==> src/rtl/id_stage_fwd_pkg.sv <==
// Shared decode definitions for the forwarding decode stage: opcodes, branch codes,
// instruction formats and the RV32I immediate generator.
package id_stage_fwd_pkg;

  localparam int XLEN_DEF   = 32;
  localparam int REG_AW_DEF = 5;

  localparam logic [6:0] OP_LUI     = 7'b0110111;
  localparam logic [6:0] OP_AUIPC   = 7'b0010111;
  localparam logic [6:0] OP_JAL     = 7'b1101111;
  localparam logic [6:0] OP_JALR    = 7'b1100111;
  localparam logic [6:0] OP_BRANCH  = 7'b1100011;
  localparam logic [6:0] OP_LOAD    = 7'b0000011;
  localparam logic [6:0] OP_STORE   = 7'b0100011;
  localparam logic [6:0] OP_EXE_IMM = 7'b0010011;
  localparam logic [6:0] OP_EXE     = 7'b0110011;

  localparam logic [2:0] F3_BEQ  = 3'b000;
  localparam logic [2:0] F3_BNE  = 3'b001;
  localparam logic [2:0] F3_BLT  = 3'b100;
  localparam logic [2:0] F3_BGE  = 3'b101;
  localparam logic [2:0] F3_BLTU = 3'b110;
  localparam logic [2:0] F3_BGEU = 3'b111;

  typedef enum logic [2:0] {TYPE_R, TYPE_I, TYPE_S, TYPE_B, TYPE_U, TYPE_J} inst_type_e;

  typedef enum logic {OUT_EMPTY, OUT_FULL} out_state_e;

  // 32-bit immediate for a given format; R type carries no immediate.
  function automatic logic [31:0] imm_of(input logic [31:0] inst, input inst_type_e t);
    case (t)
      TYPE_I:  imm_of = {{20{inst[31]}}, inst[31:20]};
      TYPE_S:  imm_of = {{20{inst[31]}}, inst[31:25], inst[11:7]};
      TYPE_B:  imm_of = {{19{inst[31]}}, inst[31], inst[7], inst[30:25], inst[11:8], 1'b0};
      TYPE_U:  imm_of = {inst[31:12], 12'b0};
      TYPE_J:  imm_of = {{11{inst[31]}}, inst[31], inst[19:12], inst[20], inst[30:21], 1'b0};
      default: imm_of = 32'b0;
    endcase
  endfunction

endpackage

==> src/rtl/id_stage_fwd_fwd_mux.sv <==
// Single-source operand resolver: x0, then the lowest-index matching forwarding
// channel, then the regfile. ready drops while the matching channel is still pending.
module fwd_mux
  import id_stage_fwd_pkg::*;
#(
  parameter int XLEN    = XLEN_DEF,
  parameter int REG_AW  = REG_AW_DEF,
  parameter int NUM_FWD = 2
) (
  input  logic [REG_AW-1:0]         addr,
  input  logic [XLEN-1:0]           rf_data,
  input  logic [NUM_FWD-1:0]        fwd_valid,
  input  logic [NUM_FWD-1:0]        fwd_pend,
  input  logic [NUM_FWD*REG_AW-1:0] fwd_addr,
  input  logic [NUM_FWD*XLEN-1:0]   fwd_data,
  output logic [XLEN-1:0]           value,
  output logic                      ready
);

  logic hit;

  // NOTE: combinational blocks use blocking '=' and give every output a default
  // first, so no path leaves a signal unassigned and no latch is inferred.
  always_comb begin
    value = rf_data;
    ready = 1'b1;
    hit   = 1'b0;
    if (addr == '0) begin
      value = '0;
    end else begin
      for (int i = 0; i < NUM_FWD; i++) begin
        if (!hit && fwd_valid[i] && (fwd_addr[i*REG_AW +: REG_AW] == addr)) begin
          hit   = 1'b1;
          value = fwd_data[i*XLEN +: XLEN];
          ready = ~fwd_pend[i];
        end
      end
    end
  end

endmodule

==> src/rtl/id_stage_fwd.sv <==
// RV32I decode stage with N-channel forwarding, load-use stall detection,
// in-ID branch resolution and a valid/ready output register feeding EX.
module id_stage_fwd
  import id_stage_fwd_pkg::*;
#(
  parameter int XLEN         = XLEN_DEF,
  parameter int REG_AW       = REG_AW_DEF,
  parameter int NUM_FWD      = 2,
  parameter bit BRANCH_IN_ID = 1'b1
) (
  input  logic                      clk,
  input  logic                      rst,
  input  logic                      in_valid,
  output logic                      in_ready,
  input  logic [XLEN-1:0]           pc_i,
  input  logic [31:0]               inst_i,
  input  logic                      flush_i,
  output logic [REG_AW-1:0]         rs1_addr_o,
  output logic [REG_AW-1:0]         rs2_addr_o,
  input  logic [XLEN-1:0]           rs1_data_i,
  input  logic [XLEN-1:0]           rs2_data_i,
  input  logic [NUM_FWD-1:0]        fwd_valid_i,
  input  logic [NUM_FWD-1:0]        fwd_pend_i,
  input  logic [NUM_FWD*REG_AW-1:0] fwd_addr_i,
  input  logic [NUM_FWD*XLEN-1:0]   fwd_data_i,
  output logic                      out_valid,
  input  logic                      out_ready,
  output logic [XLEN-1:0]           pc_o,
  output logic [6:0]                aluop_o,
  output logic [2:0]                funct3_o,
  output logic [6:0]                funct7_o,
  output logic [XLEN-1:0]           op1_o,
  output logic [XLEN-1:0]           op2_o,
  output logic [XLEN-1:0]           imm_o,
  output logic                      wreg_o,
  output logic [REG_AW-1:0]         wd_o,
  output logic                      illegal_o,
  output logic                      jump_o,
  output logic [XLEN-1:0]           jpc_o,
  output logic [31:0]               stall_cnt_o
);

  logic [6:0]        opcode;
  logic [2:0]        funct3;
  inst_type_e        itype;
  logic              known;
  logic              use_rs1, use_rs2;
  logic [31:0]       imm32;
  logic [XLEN-1:0]   imm;
  logic [XLEN-1:0]   rs1_val, rs2_val;
  logic              rs1_rdy, rs2_rdy;
  logic              hazard, accept;
  logic              taken;
  logic [XLEN-1:0]   op1_d, op2_d, jalr_sum;
  logic              wreg_d;
  logic [REG_AW-1:0] wd_d;
  out_state_e        state_q, state_d;

  assign opcode = inst_i[6:0];
  assign funct3 = inst_i[14:12];

  always_comb begin
    itype = TYPE_R;
    known = 1'b1;
    case (opcode)
      OP_LUI, OP_AUIPC:             itype = TYPE_U;
      OP_JAL:                       itype = TYPE_J;
      OP_JALR, OP_LOAD, OP_EXE_IMM: itype = TYPE_I;
      OP_BRANCH:                    itype = TYPE_B;
      OP_STORE:                     itype = TYPE_S;
      OP_EXE:                       itype = TYPE_R;
      default:                      known = 1'b0;
    endcase
  end

  assign use_rs1 = known && (itype inside {TYPE_R, TYPE_I, TYPE_S, TYPE_B});
  assign use_rs2 = known && (itype inside {TYPE_R, TYPE_S, TYPE_B});

  // An unused source reads x0, which resolves to 0 and is always ready.
  assign rs1_addr_o = use_rs1 ? REG_AW'(inst_i[19:15]) : '0;
  assign rs2_addr_o = use_rs2 ? REG_AW'(inst_i[24:20]) : '0;

  assign imm32 = known ? imm_of(inst_i, itype) : 32'b0;
  assign imm   = XLEN'($signed(imm32));

  fwd_mux #(.XLEN(XLEN), .REG_AW(REG_AW), .NUM_FWD(NUM_FWD)) u_fwd_rs1 (
    .addr      (rs1_addr_o),
    .rf_data   (rs1_data_i),
    .fwd_valid (fwd_valid_i),
    .fwd_pend  (fwd_pend_i),
    .fwd_addr  (fwd_addr_i),
    .fwd_data  (fwd_data_i),
    .value     (rs1_val),
    .ready     (rs1_rdy)
  );

  fwd_mux #(.XLEN(XLEN), .REG_AW(REG_AW), .NUM_FWD(NUM_FWD)) u_fwd_rs2 (
    .addr      (rs2_addr_o),
    .rf_data   (rs2_data_i),
    .fwd_valid (fwd_valid_i),
    .fwd_pend  (fwd_pend_i),
    .fwd_addr  (fwd_addr_i),
    .fwd_data  (fwd_data_i),
    .value     (rs2_val),
    .ready     (rs2_rdy)
  );

  assign hazard   = in_valid & ~(rs1_rdy & rs2_rdy);
  assign in_ready = rst & ~hazard & (~out_valid | out_ready) & ~flush_i;
  assign accept   = in_valid & in_ready;

  // Jumps pass the link value pc+4 to EX as op1 + op2.
  always_comb begin
    op1_d = rs1_val;
    op2_d = rs2_val;
    case (itype)
      TYPE_U: begin
        op1_d = pc_i;
        op2_d = imm;
      end
      TYPE_J: begin
        op1_d = pc_i;
        op2_d = XLEN'(4);
      end
      TYPE_I: begin
        if (opcode == OP_JALR) begin
          op1_d = pc_i;
          op2_d = XLEN'(4);
        end else begin
          op2_d = imm;
        end
      end
      default: ;
    endcase
  end

  assign wreg_d = known && !(itype inside {TYPE_S, TYPE_B});
  assign wd_d   = wreg_d ? REG_AW'(inst_i[11:7]) : '0;

  always_comb begin
    case (funct3)
      F3_BEQ:  taken = (rs1_val == rs2_val);
      F3_BNE:  taken = (rs1_val != rs2_val);
      F3_BLT:  taken = ($signed(rs1_val) <  $signed(rs2_val));
      F3_BGE:  taken = ($signed(rs1_val) >= $signed(rs2_val));
      F3_BLTU: taken = (rs1_val <  rs2_val);
      F3_BGEU: taken = (rs1_val >= rs2_val);
      default: taken = 1'b0;
    endcase
  end

  assign jalr_sum = rs1_val + imm;

  always_comb begin
    jump_o = 1'b0;
    jpc_o  = '0;
    if (BRANCH_IN_ID && accept) begin
      if (opcode == OP_JAL) begin
        jump_o = 1'b1;
        jpc_o  = pc_i + imm;
      end else if (opcode == OP_JALR) begin
        jump_o = 1'b1;
        jpc_o  = {jalr_sum[XLEN-1:1], 1'b0};
      end else if (opcode == OP_BRANCH && taken) begin
        jump_o = 1'b1;
        jpc_o  = pc_i + imm;
      end
    end
  end

  // Output register occupancy; flush wins over a simultaneous accept.
  always_comb begin
    state_d = state_q;
    case (state_q)
      OUT_EMPTY: if (accept) state_d = OUT_FULL;
      OUT_FULL:  if (!accept && out_ready) state_d = OUT_EMPTY;
      default:   state_d = OUT_EMPTY;
    endcase
    if (flush_i) state_d = OUT_EMPTY;
  end

  // NOTE: sequential state uses non-blocking '<=' so every register samples the
  // pre-edge values of the others, independent of block ordering.
  always_ff @(posedge clk) begin
    if (!rst) state_q <= OUT_EMPTY;
    else      state_q <= state_d;
  end

  assign out_valid = (state_q == OUT_FULL);

  // NOTE: the payload registers are reset too, because EX and the bench expect
  // a clean all-zero bundle after reset rather than stale decode results.
  always_ff @(posedge clk) begin
    if (!rst) begin
      pc_o      <= '0;
      aluop_o   <= '0;
      funct3_o  <= '0;
      funct7_o  <= '0;
      op1_o     <= '0;
      op2_o     <= '0;
      imm_o     <= '0;
      wreg_o    <= 1'b0;
      wd_o      <= '0;
      illegal_o <= 1'b0;
    end else if (accept) begin
      pc_o      <= pc_i;
      aluop_o   <= opcode;
      funct3_o  <= funct3;
      funct7_o  <= inst_i[31:25];
      op1_o     <= op1_d;
      op2_o     <= op2_d;
      imm_o     <= imm;
      wreg_o    <= wreg_d;
      wd_o      <= wd_d;
      illegal_o <= ~known;
    end
  end

  always_ff @(posedge clk) begin
    if (!rst)                              stall_cnt_o <= '0;
    else if (hazard && stall_cnt_o != '1)  stall_cnt_o <= stall_cnt_o + 32'd1;
  end

endmodule
==> config.mk <==
export PLATFORM = sky130hd
export DESIGN_NAME = id_stage_fwd
export DESIGN_NICKNAME = d
export VERILOG_FILES = /design/src/rtl/id_stage_fwd_pkg.sv /design/src/rtl/id_stage_fwd_fwd_mux.sv /design/src/rtl/id_stage_fwd.sv
export SDC_FILE = /design/constraint.sdc
export NUM_CORES = 1
export LEC_CHECK = 0
export ABC_AREA = 1
export BUFFER_PORTS_ARGS = -buffer_cell sky130_fd_sc_hd__buf_2
export CELL_PAD_IN_SITES_DETAIL_PLACEMENT = 0
export CELL_PAD_IN_SITES_GLOBAL_PLACEMENT = 1
export CORE_AREA = 3 3 247 176
export CTS_CLUSTER_SIZE = 16
export DETAILED_ROUTE_END_ITERATION = 8
export DIE_AREA = 0 0 250 179
export GPL_TIMING_DRIVEN = 0
export PLACE_DENSITY_LB_ADDON = 0.2
export SKIP_LAST_GASP = 1
export SLEW_MARGIN = 30
export SYNTH_ARGS = -nofsm -noshare
export SYNTH_HDL_FRONTEND = slang
export SYNTH_SLANG_ARGS = --single-unit
==> constraint.sdc <==
create_clock -name clk -period 5.86 [get_ports clk]
set_clock_uncertainty 0.15 [all_clocks]
set_input_delay 0 -clock clk [delete_from_list [all_inputs] [get_ports clk]]
set_output_delay 0 -clock clk [all_outputs]
set_load 0.01 [all_outputs]
After elaboration in Yosys (flattened, before gate mapping):

Cells that the tools add are included.

* output and inout port bits: 229
* logic and storage cells: 127
* memories: 0
* bits of input ports: 211
* flip-flop bits (word level): 185
* latch bits: 0
* bits in writable memories: 0
* memory bits (read-only): 0

* bitwise gates (word level): 15
* multipliers: 0
* $lt $le $gt $ge: 4
* multiplexer cells: 39
* shifts and indexed selects: 0
* equal/unequal tests: 26
* div/mod/pow operators: 0
* reductions and logical operators: 28
* add/subtract/negate cells: 3

Operators with widths (count)
* $mux 32: 13
* $pmux 32 s5: 1
* $pmux 32 s3: 1
* $add 32x32->32: 2
* $ge 32x32->1: 2
* $lt 32x32->1: 2
* $pmux 32 s2: 1
* $add 32x1->32 const B: 1
* $eq 32x32->1: 1
* $ne 32x32->1: 1
* $ne 32x32->1 const B: 1
* $eq 7x6->1 const B: 3
* $eq 7x7->1 const B: 3
* $eq 5x5->1: 4
* $eq 3x3->1 const B: 6
* $mux 1: 17
* $mux 5: 3
* $pmux 3 s5: 1
* $eq 7x5->1 const B: 2
* $logic_and 1x1->1: 12
* $logic_not 5->1: 2
* $reduce_or 9->1: 1
* $not 1->1: 8
* $eq 7x2->1 const B: 1
* other kinds (13): 26

Logic depth before layout (Yosys ltp):

* word-level depth: 28
* mapped depth: 41
* gate-level depth less buffers: 41

By module:

A second synthesis with hierarchy kept.

* cell total of the unflattened synthesis: 2594
* area, all modules: 15736.3 sq um

Modules (own cells, without submodules)
* id_stage_fwd: instances 1, cells each 2042, area each 13183.9 sq um, seq. area each 3703.6 sq um
* fwd_mux: instances 2, cells each 276, area each 1276.2 sq um, seq. area each 0.0 sq um

Worst setup path before layout:

Ideal clock, no wire load.

* path type: input-to-output
* from: in inst_i[1]
* to: out jpc_o[24]
* stages on the path: 38
* data arrival time: 4894 ps
* required time: 5710 ps
* path buffers: 2
* setup slack: 816 ps
* cells stage by stage: nand2_1 nor2_1 nand2_2 nand2_4 inv_4 o21ai_2 nor2_1 nand2_1 nand2_1 nor2_2 nand3_2 buf_2 nand2_1 inv_1 clkbuf_1 nand2_1 a31oi_1 fa_1 (+2 left out) nand2_1 nand2_1 a21oi_1 nor2_1 nor2_1 o21ai_0 inv_1 nor2_1 nor2_1 o21bai_1 a21oi_1 o21ai_0 a21boi_0 o21ai_0 a21boi_0 or2_2 nand3_1 a21oi_1

* cells in the longest elaborated chain, start to end: 25
* elaborated cells between the ends (all ways): 80
* those cells by class: 2 x add/sub; 4 x order compare; 20 x eq/ne; 27 x mux; 8 x bitwise; 19 x reduce/logical

Ends and longest elaborated chain
* start, declared: RTL line id_stage_fwd.sv:16 `input logic [31:0] inst_i,`
* $eq 7x7->1 (tied with other cells): RTL line id_stage_fwd.sv:65 `case (opcode)`
* $reduce_or 3->1 or $reduce_or 2->1 (tied branches)
* $pmux 3 s5: RTL line id_stage_fwd.sv:65
* $eq 3x1->1 (tied with other cells): RTL line id_stage_fwd.sv:76 `assign use_rs1 = known && (itype inside {TYPE_R, TYPE_I, TYPE_S, TYPE_B});`
* $reduce_bool 4->1: RTL line id_stage_fwd.sv:76
* $logic_and 1x1->1 (*): RTL line id_stage_fwd.sv:76
* $mux 5 (*): RTL line id_stage_fwd.sv:80 `assign rs1_addr_o = use_rs1 ? REG_AW'(inst_i[19:15]) : '0;`
* named net rs1_addr_o[1]: RTL line id_stage_fwd.sv:18 `output logic [REG_AW-1:0] rs1_addr_o,`
* branches (longest 17 deep; another with $ge 32x32->1)
* $mux 32 (*): RTL line id_stage_fwd.sv:157 `if (BRANCH_IN_ID && accept) begin`
* end, declared: RTL line id_stage_fwd.sv:39 `output logic [XLEN-1:0] jpc_o,`

Mark *: on every way through the listed nets, which the timed path passes. The select of a mux whose other input is x is not followed.

Worst setup path in the final report:

* from: in inst_i[0]
* to: out jpc_o[27]

* cells in the longest elaborated chain, start to end: 25
* elaborated cells between the ends (all ways): 80
* those cells by class: 2 x add/sub; 4 x order compare; 20 x eq/ne; 27 x mux; 8 x bitwise; 19 x reduce/logical

Ends and longest elaborated chain (RTL line)
* branches (longest 24 deep; another with $eq 7x7->1)
* $mux 32 (*): id_stage_fwd.sv:157

Mark *: on every way between the ends. The select of a mux whose other input is x is not followed.

==> impl_results.md <==
- Post-Synth Adder-Cell Area: 0.0838
- Synthesized area: 14,400 sq um
- Worst r2r src: out_valid
- Core footprint: 41,000 sq um
- Largest family of logic cells by synthesized area: compound AO/OA/AOI/OAI gates
- # IOs: 440
- H-tree levels: 4
- Synthesized area per cell: 6.45 sq um
- Synth Instances: 2,229
- Leakage: 9.20 nW
- Seq/Total Area, Yosys: 0.258
- Max stage delay on crit path: 0.72 ns
- Clk root buf: clkbuf_16
- CTS tree: yes
- Status: completed
- First-pass GRT wire length: 115 mm
- Pin count of the biggest net entering global routing: 20
- Syn Nets: 2,535
- Sw frac: 0.359
- Final min period: 5.64 ns
- Synth cell types: 57
- Die Width: 250 microns
- Crit path DAT: 5.49 ns
- Comb power frac: 0.256
- Ys Warns: 0
- Clock buffer depth: 2
- Cell taking the most area after synthesis: dfxtp_1
- Tot Pwr: 3.40 mW
- Clk sink count: 185
- Multiplexer share of the synthesized area: 0
- Final instance area: 19,800 sq um
- CP Max Fanout: 10
- Fin Setup TNS: 0 ns
- Async set-or-reset flop fraction in the synthesized netlist: 0
- Die area: 44,800 sq um
- CP Launch Type: input port
- Maximum vdd ir drop: 0.000187 V
- Final wirelength: 80.7 mm
- PD cells: 171 nW/um^2
- Hold WS: 0.0127 ns
- Starting Density: 0.350
- Synth top area cells: dfxtp_1 (26%), nand2_1 (14%), a21oi_1 (9.6%), ha_1 (8.1%), o21ai_0 (7.7%)
- Sequential power share: 0.384
- Psw: 1.22 mW
- Critical path type: in2out
- Final count of hold timing violations: 0
- DRT antenna net count: 0
- Insertion delay to the later sink of the worst-skew pair: 0.47 ns
- Placed Area: 17,300 sq um
- Commonest cells in the synthesized netlist: nand2_1 (521), a21oi_1 (276), o21ai_0 (221)
- Clk slew on worst S/H paths: 0.08 ns
- Worst path most repeated cell: nand2_1
- HPWL Detailed: 65.7 mm
- First-pass detailed-route iteration total: 5
- Initial antenna violation count: 2
- Final setup vio count: 0
- Cells after DPL: 3,213
- Slew @ Worst Pin: 1.13 ns
- Initial DRC Count: 2,058
- Die height: 179 microns
- Pint: 2.18 mW
- Top cell type's share of synthesized area: 0.258
- Fmax achieved: 177 MHz
- CP max stage cell: nor3_2
- Synth Area in XOR/XNOR: 0.0268
- GRT Overall Usage: 0.344
- Worst endpoint required time: 5.71 ns
- Slew HR: 0.246
- Post-synth EDFFs: 0
- Clk pwr share: 0.359
- Fin util: 0.484
- Synth Area in Simple Gates: 0.268
- Max Cap Viol: 0
- Antenna cells: 0
- Vias in the first global route: 17.6k
- Compound-gate portion of the synthesized area: 0.277
- DRC violations left: 0
- TritonCTS Buffers: 17
- Tightest Hold Check Type: in2reg
- Share of cells above drive strength 1: 0.254
- Slew Limit Fails: 0
- Count leader, synth: nand2_1
- Final period util: 0.962
- Nets@finish: 3,109
- Final setup margin: 0.221 ns
- CP Launch Point: inst_i[0]
- Area delta synth->final: 38.1%
- Hold Startpoint: fwd_data_i[32]
- Crit. End Element: primary output
- Routability cong.: 0.976
- Setup WS pre-CTS: -1.43 ns
- Fillcell total: 4,291
- Input/output buffers: 439
- Synth Register Bits: 185
- Overflow after GRT: 0
- Top FF cell, synth: dfxtp_1
- Via density: 5.61
- Vias: 18.9k
- Row Count: 62
- WL/cell: 24.0 microns
- Post-Layout Cell Count: 3,360
sequential cells by signal, indices dropped and copies added, names as in the netlist:
name	flops
imm_o	32
op1_o	32
op2_o	32
pc_o	32
stall_cnt_o	32
aluop_o	7
funct7_o	7
wd_o	5
funct3_o	3
illegal_o	1
out_valid	1
wreg_o	1
worst max-delay path: cells and delay by family:
kind | cells | cell delay (ns)
AND/OR/NAND/NOR | 19 | 2.73
buffers and inverters | 6 | 1.03
AO/OA/AOI/OAI | 5 | 1.33
adder cells (fa/ha/maj) | 1 | 0.40
worst paths after layout:
kind | end | slack [ns] | cells past startpoint
max | jpc_o[27] | 0.22 | 31
min | op1_o[0] | 0.01 | 5
min reg2reg | funct7_o[4] | 0.32 | 2
max reg2reg | out_valid | 2.64 | 8
area by class of cell:
class / count / area, sq um / share of cell area
Timing Repair Buffer: 555 / 3320 / 0.167
Inverter: 214 / 821 / 0.0414
Buffer: 106 / 502 / 0.0253
Clock buffer: 17 / 425 / 0.0214
Clock inverter: 15 / 155 / 0.00782
Tap cell: 544 / 681 / 0.0343
Multi-Input combinational cell: 1724 / 10200 / 0.516
Sequential cell: 185 / 3700 / 0.187
cell usage in the layout (no fill, tap or decap), types with 17 or more instances in the layout:
master,synthesis,routed
o21ai_0,221,204
nor2_1,179,170
clkbuf_16,0,17
dfxtp_1,185,185
nor3_1,37,30
o221a_2,24,24
buf_4,2,31
a21oi_1,276,272
clkbuf_1,82,66
buf_2,16,456
xor2_1,28,28
nand2_1,521,513
ha_1,93,93
dlygate4sd3_1,0,94
inv_1,200,197
o31ai_1,34,17
nand3_1,78,73
nand4_1,22,22
nor2_4,4,18
a221oi_1,33,33
power by group through the flow:
stage                     clock, mW  sequential [mW]  combinational [mW]
after floorplan                   0             1.35               0.380
after detailed placement          0             1.33               0.729
after CTS                      1.23             1.30               0.823
after global placement            0             1.33               0.721
after global routing           1.27             1.31               0.933
final                          1.22             1.30               0.871
cells by family (layout without fill, tap and decap cells):
family,after synthesis,count (layout)
buf+inv,320,907
compound gates,681,681
flops,185,185
fa+ha+maj,95,95
xor+xnor,44,44
simple gates,904,904
layer usage:
layer  vias to the layer above  global-route usage  part of all wire
li1                       8837                   -                 -
met1                      8896               0.493              0.45
met2                       997               0.524              0.42
met3                       131              0.0666             0.096
met4                         4               0.102             0.028
met5                         -                   0           0.00022
repair_timing:
action                                  4_1_cts  5_1_grt
buffers inserted                              9       12
endpoints found under the setup margin       33       28
endpoints found under the hold margin       119        1
hold buffers                                 93        1
gates resized for setup                     118       78
pin swaps                                    10       19
gates cloned                                  0        0
No activity file was read; power rests on OpenSTA's default activity.
